## config.mk

```make
export PLATFORM = sky130hd
export DESIGN_NAME = mem_port_arbiter
export DESIGN_NICKNAME = d
export VERILOG_FILES = /design/src/rtl/mem_port_arbiter.sv
export SDC_FILE = /design/constraint.sdc
export NUM_CORES = 1
export LEC_CHECK = 0
export BUFFER_PORTS_ARGS = -buffer_cell sky130_fd_sc_hd__buf_2
export CORE_AREA = 8 8 138 115
export CTS_CLUSTER_SIZE = 28
export DETAILED_ROUTE_END_ITERATION = 16
export DIE_AREA = 0 0 146 123
export PLACE_DENSITY = 0.81
export RECOVER_POWER = 25
export SLEW_MARGIN = 30
export SYNTH_ARGS = -nofsm -noshare
export SYNTH_HDL_FRONTEND = slang
export SYNTH_SLANG_ARGS = --single-unit
```

## constraint.sdc

```tcl
create_clock -name clk -period 2.35 [get_ports clk]
set_clock_uncertainty 0.2 [all_clocks]
set_input_delay 0 -clock clk [delete_from_list [all_inputs] [get_ports clk]]
set_output_delay 0 -clock clk [all_outputs]
set_load 0.02 [all_outputs]
```

## src/rtl/mem_port_arbiter.sv

```systemverilog
// Arbiter that shares the single external memory port between instruction fetch and the
// memory stage: one transaction at a time, MEM-first priority, kill filtering and response timeout.
module mem_port_arbiter #(
    parameter int unsigned TIMEOUT = 255
) (
    input  logic        clk,
    input  logic        reset_n,

    input  logic        if_req,
    input  logic [31:0] if_addr,
    input  logic        if_kill,
    output logic        if_gnt,
    output logic        if_rvalid,
    output logic [31:0] if_rdata,
    output logic        if_err,

    input  logic        mem_req,
    input  logic        mem_we,
    input  logic [31:0] mem_addr,
    input  logic [31:0] mem_wdata,
    input  logic [3:0]  mem_wstrb,
    output logic        mem_gnt,
    output logic        mem_rvalid,
    output logic [31:0] mem_rdata,
    output logic        mem_err,

    output logic        if_stall,
    output logic        mem_stall,

    output logic        bus_valid,
    input  logic        bus_ready,
    output logic [31:0] bus_addr,
    output logic        bus_we,
    output logic [31:0] bus_wdata,
    output logic [3:0]  bus_wstrb,
    input  logic        bus_rvalid,
    input  logic [31:0] bus_rdata
);

    localparam int unsigned CW = (TIMEOUT > 0) ? $clog2(TIMEOUT + 1) : 1;

    typedef enum logic [1:0] {IDLE, ADDR, RESP} state_e;
    typedef enum logic {OWN_IF, OWN_MEM} owner_e;

    state_e         state_q;
    owner_e         owner_q;
    logic [31:0]    hold_addr_q;
    logic           hold_we_q;
    logic [31:0]    hold_wdata_q;
    logic [3:0]     hold_wstrb_q;
    logic [CW-1:0]  cnt_q;
    logic           killed_q;

    logic           if_rvalid_q;
    logic           if_err_q;
    logic [31:0]    if_rdata_q;
    logic           mem_rvalid_q;
    logic           mem_err_q;
    logic [31:0]    mem_rdata_q;

    logic           mem_grant;
    logic           if_grant;
    logic           killed_d;
    logic [CW-1:0]  cnt_d;
    logic           timed_out;

    // Grants are combinational and forced low while reset is asserted so every output reads 0.
    assign mem_grant = reset_n & (state_q == IDLE) & mem_req;
    assign if_grant  = reset_n & (state_q == IDLE) & ~mem_req & if_req & ~if_kill;

    assign killed_d  = killed_q | (if_kill & (owner_q == OWN_IF) & (state_q != IDLE));
    assign cnt_d     = cnt_q + CW'(1);
    assign timed_out = (TIMEOUT != 0) && (cnt_q == CW'(TIMEOUT));

    assign if_gnt     = if_grant;
    assign mem_gnt    = mem_grant;
    assign if_rvalid  = if_rvalid_q;
    assign if_err     = if_err_q;
    assign if_rdata   = if_rdata_q;
    assign mem_rvalid = mem_rvalid_q;
    assign mem_err    = mem_err_q;
    assign mem_rdata  = mem_rdata_q;

    assign if_stall  = reset_n & ((if_req & ~if_grant) |
                                  ((owner_q == OWN_IF) & (state_q != IDLE)));
    assign mem_stall = reset_n & ((mem_req & ~mem_grant) |
                                  ((owner_q == OWN_MEM) & (state_q != IDLE)));

    assign bus_valid = (state_q == ADDR);
    assign bus_addr  = hold_addr_q;
    assign bus_we    = hold_we_q;
    assign bus_wdata = hold_wdata_q;
    assign bus_wstrb = hold_wstrb_q;

    always_ff @(posedge clk or negedge reset_n) begin
        if (!reset_n) begin
            state_q      <= IDLE;
            owner_q      <= OWN_IF;
            hold_addr_q  <= '0;
            hold_we_q    <= 1'b0;
            hold_wdata_q <= '0;
            hold_wstrb_q <= '0;
            cnt_q        <= '0;
            killed_q     <= 1'b0;
            if_rvalid_q  <= 1'b0;
            if_err_q     <= 1'b0;
            if_rdata_q   <= '0;
            mem_rvalid_q <= 1'b0;
            mem_err_q    <= 1'b0;
            mem_rdata_q  <= '0;
        end else begin
            if_rvalid_q  <= 1'b0;
            if_err_q     <= 1'b0;
            mem_rvalid_q <= 1'b0;
            mem_err_q    <= 1'b0;
            case (state_q)
                IDLE: begin
                    killed_q <= 1'b0;
                    if (mem_grant) begin
                        state_q      <= ADDR;
                        owner_q      <= OWN_MEM;
                        hold_addr_q  <= mem_addr;
                        hold_we_q    <= mem_we;
                        hold_wdata_q <= mem_wdata;
                        hold_wstrb_q <= mem_wstrb;
                    end else if (if_grant) begin
                        state_q      <= ADDR;
                        owner_q      <= OWN_IF;
                        hold_addr_q  <= if_addr;
                        hold_we_q    <= 1'b0;
                        hold_wdata_q <= '0;
                        hold_wstrb_q <= '0;
                    end
                end
                ADDR: begin
                    killed_q <= killed_d;
                    if (bus_ready) begin
                        state_q <= RESP;
                        cnt_q   <= '0;
                    end
                end
                RESP: begin
                    // A killed fetch still drains the bus, but its response never reaches the pipeline.
                    if (bus_rvalid) begin
                        state_q  <= IDLE;
                        killed_q <= 1'b0;
                        if (owner_q == OWN_MEM) begin
                            mem_rvalid_q <= 1'b1;
                            mem_rdata_q  <= hold_we_q ? 32'h0 : bus_rdata;
                        end else if (!killed_d) begin
                            if_rvalid_q <= 1'b1;
                            if_rdata_q  <= hold_we_q ? 32'h0 : bus_rdata;
                        end
                    end else if (timed_out) begin
                        state_q  <= IDLE;
                        killed_q <= 1'b0;
                        if (owner_q == OWN_MEM) begin
                            mem_err_q <= 1'b1;
                        end else if (!killed_d) begin
                            if_err_q <= 1'b1;
                        end
                    end else begin
                        cnt_q    <= cnt_d;
                        killed_q <= killed_d;
                    end
                end
                default: state_q <= IDLE;
            endcase
        end
    end

endmodule

```

Word level (Yosys, flattened, before mapping):

Index checks and enable logic that the tools add are counted.

* register bits: 149
* output and inout port bits: 142
* input bits: 140
* logic and storage cells: 91

* bitwise gates (word level): 22
* muxes and demuxes: 36
* eq/ne operators: 8
* reductions and logical operators: 10
* add/sub/neg operators: 1

Operators by type and width (number)
* $mux 32: 5
* $mux 8: 3
* $mux 1: 18
* $pmux 8 s2: 1
* $and 1x1->1: 13
* $mux 2: 5
* $add 8x1->8 const B: 1
* $eq 8x8->1 const B: 1
* $mux 4: 2
* $reduce_and 4->1: 2
* $ne 3x3->1 const B: 2
* $not 1->1: 6
* $pmux 2 s3: 1
* $reduce_and 3->1: 2
* $reduce_bool 2->1: 3
* $ne 2x2->1 const B: 2
* $or 1x1->1: 3
* $pmux 1 s3: 1
* $reduce_bool 3->1: 1
* $eq 2x1->1 const B: 1
* $eq 2x2->1 const B: 1
* $logic_not 2->1: 1
* $ne 2x1->1 const B: 1
* $reduce_and 2->1: 1

Longest topological paths before layout:

* word-level depth: 9
* gate-level depth with buffers: 9
* mapped depth without buffers: 6

Worst setup path after synthesis:

No wires, ideal clock.

* kind: reg-to-reg
* from: register state_q[0]
* to: register if_rdata_q[0] (netlist: if_rdata[0])
* data required time: 2.028 ns
* arrival: 1.683 ns
* path slack: 0.346 ns
* clock period less this slack: 2.004 ns
* cell stages (with the launch flop): 10
* cell sequence: dfrtp_1 > inv_1 > ha_1 > buf_4 > nand2_2 > or4_4 > buf_6 > buf_6 > nand2_1 > o21ai_1

* cells in the longest elaborated chain, start to end: 5

Ends and longest elaborated chain
* from (decl): line 45 `state_e state_q;`
* from (signal assigned): line 97 `state_q <= IDLE;`
* from (signal assigned): line 120 `state_q <= ADDR;`
* from (signal assigned): line 127 `state_q <= ADDR;`
* $reduce_bool 2->1: line 71 `assign killed_d = killed_q | (if_kill & (owner_q == OWN_IF) & (state_q != IDLE));`
* $and 1x1->1: line 71
* $or 1x1->1: line 71
* $not 1->1 (no line)
* $reduce_and 4->1 (no line) (*)
* to (signal assigned): line 152 `if_rdata_q <= hold_we_q ? 32'h0 : bus_rdata;`
* to (decl): line 56 `logic [31:0] if_rdata_q;`

Every way passes the cells marked *; elsewhere a longest branch is shown, timed or not.
A chain may end at the register's enable or synchronous reset.

Final worst setup path:

* from: register state_q[0]
* to: output port mem_gnt

* cells in the longest elaborated chain, start to end: 3

Ends and longest elaborated chain
* $logic_not 2->1: line 68 `assign mem_grant = reset_n & (state_q == IDLE) & mem_req;`
* $and 1x1->1 (2 in series): line 68
* to (decl): line 22 `output logic mem_gnt,`

Every way passes these cells.

==> impl_metrics.json <==
{
  "startpoint_type": "flip-flop",
  "dpl.hpwl_mm": 13.5,
  "finalNonFillerCells": 1180,
  "fmax_mhz": 455,
  "track_usage_pct": 25.2,
  "core_area_um2": 13800,
  "first_global_vias": 6596,
  "start_util_pct": 45.4,
  "path_class": "reg2out",
  "hold_path_depth": 5,
  "finalHoldViolCount": 0,
  "cts_tree": "yes",
  "port_buffers": 281,
  "num_vias": 6172,
  "layout_common_cells": "207 x buf_2, 149 x dfrtp_1, 138 x dlygate4sd3_1",
  "insertion_delay_ns": 0.41,
  "syn_area_um2": 6250,
  "grt_max_degree": 150,
  "total_power_mw": 12.3,
  "via_per_inst": 5.23,
  "die_w_um": 146,
  "first_pass_iters": 5,
  "critPathLaunch": "state_q[0]",
  "post-place-cells": 1007,
  "wl_per_cell_um": 19.4,
  "timing.rr.start": "state_q[0]",
  "drive_above_1_share_pct": 27.6,
  "cp-end-kind": "output pin",
  "r2r_end": "bus_wdata[7]",
  "post_cts_buffers": 0,
  "cap_viol_max_count": 0,
  "cts_htree_levels": 4,
  "ir_drop_uv": 942,
  "ys_types": 38,
  "arrival_ns": 2.00,
  "antenna_found_initial": 1,
  "clock-root-buffer": "clkbuf_16",
  "drt_iter0_drc": 434,
  "syn2layout_area_growth_pct": 55.7,
  "wl_mm": 22.9,
  "route.detailed.drc": 0,
  "syn-instance-count": 569,
  "holdCritPathClass": "in2reg",
  "fin_setup_tns_ns": 0,
  "rows": 39,
  "nets": 1126,
  "clockBufferDepth": 2,
  "maxSlewViolCount": 0,
  "finalSetupViolCount": 0,
  "p_per_area_nw_per_um2": 1260,
  "worstRegToRegCells": 6,
  "numCtsBuffers": 17,
  "worst-path-max-fanout": 36,
  "p_leak_nw": 4.93,
  "gp_congestion": 0.796,
  "post-route-min-period_ns": 2.20,
  "worstPathRequired_ns": 2.15,
  "die_area_um2": 18000,
  "ioPinCount": 282,
  "ys_warn_count": 0,
  "run_status": "finished clean",
  "grt_remaining_overflow": 0,
  "hold_slack_ns": 0.129,
  "synth_seq_cells": 149,
  "rrSetupSlack_ns": 0.25,
  "cts_sinks": 149,
  "slew_headroom_pct": 7.26,
  "rsz0062_at_grt": "no",
  "postRouteAntennaNets": 0,
  "clk_pin_slew_ns": 0.06,
  "die_y_um": 123,
  "syn_avg_cell_area_um2": 11.0,
  "grt_pass1_wl_mm": 35.6,
  "crit_end": "mem_gnt",
  "tightest_slew_ns": 1.39,
  "finalCritPeriodShare_pct": 93.5,
  "seq_area_frac_synth_pct": 59.7,
  "final_common_cell": "buf_2",
  "synth_nets": 715
}
[layout make-up]
| class | instances | area [µm²] |
|---|---|---|
| inverter | 9 | 33.8 |
| sequential | 149 | 3730 |
| fill | 981 | 4030 |
| antenna | 3 | 7.51 |
| clock buffer | 21 | 470 |
| multi-input combinational | 372 | 2280 |
| clock inverter | 11 | 146 |
| tap | 184 | 230 |
| timing repair buffer | 431 | 2830 |
[cell usage after synthesis]
master	count	area share, %
dfrtp_1	149	60
nand4b_1	1	0.14
o311a_1	1	0.16
nor2_1	9	0.54
o32a_1	1	0.16
or4_4	1	0.18
a21oi_1	2	0.16
and2_1	1	0.10
nand2b_1	34	3.4
nand4_1	1	0.10
nor3b_1	1	0.12
o21ai_0	70	5.6
o21ai_1	15	1.2
ha_1	6	1.2
buf_2	15	1.2
a211o_1	3	0.42
buf_4	1	0.12
or3_1	1	0.10
nor4b_1	2	0.28
and3_1	4	0.40
nor4_1	4	0.40
a31oi_1	1	0.10
inv_1	9	0.54
a211oi_1	1	0.12
nor3_1	6	0.48
mux2i_1	33	5.3
nand3_1	5	0.40
o41ai_1	2	0.28
o211a_1	1	0.16
o311ai_0	2	0.28
buf_6	6	1.1
clkbuf_1	17	1.0
o21ai_2	17	2.4
nand2_2	1	0.10
nand2_1	103	6.2
a22o_1	37	5.2
mux2_2	1	0.18
nor2b_1	5	0.50
[metal layers]
metal / GRT usage, % / up-vias / part of all wire [%]
met1: 28.8 / 2971 / 39
met4: 11.4 / 0 / 3.3
met5: 0 / - / 0
met3: 9.25 / 56 / 8.7
met2: 42.3 / 338 / 49
li1: - / 2807 / -
[through the flow]
step           util [%]  worst slack, ns  area [µm²]
6_report           70.7            0.154        9730
2_1_floorplan         -            0.346        6250
4_1_cts            71.4           0.0816        9830
3_5_place_dp       56.9            0.214        7830
3_3_place_gp       56.9            0.283        7830
5_1_grt            70.7           0.0319        9720
[report_power, final]
group	switching (mW)	internal, mW	leakage (nW)
sequential	0.754	3.68	1.92
clock	1.07	1.76	0.300
combinational	3.29	1.72	2.71
[registers in the layout, summed over array words and instances (netlist names)]
register	flops
state_q	2
killed_q	1
mem_err	1
mem_rdata	32
mem_rvalid	1
bus_wdata	32
bus_wstrb	4
bus_addr	32
cnt_q	8
if_rvalid	1
owner_q	1
if_err	1
bus_we	1
if_rdata	32
[worst min-delay path by stage]
stage	slack, ns	startpoint	endpoint
after CTS	0.11	if_req	state_q[1]
after detailed placement	0.009	mem_addr[22]	bus_addr[22]
after global placement	0.001	mem_addr[27]	bus_addr[27]
after global routing	0.14	mem_addr[10]	bus_addr[10]
final	0.13	if_req	state_q[1]
after floorplan	-0.50	reset_n	bus_addr[0]
[worst max-delay path: stages, from the launching register on]
cell     delay, ns
dfrtp_1       0.43
inv_1         0.10
ha_2          0.25
and3_4        0.23
buf_4         0.33
buf_2         0.24
[repair_timing]
item                       CTS  global route
gates resized for setup      0             1
hold buffers               138             0
hold endpoints to repair   293             0
setup endpoints to repair    0             2
[logic make-up after synthesis]
kind of cell	count (synthesis)	synth area share, %
adders and majority gates	6	1.20
muxes	34	5.47
DFF	149	59.7
buffers and inverters	48	3.97
and+or+nand+nor	179	13.4
AOI/OAI and AO/OA	153	16.2
Power figures use the tool's default switching activity.
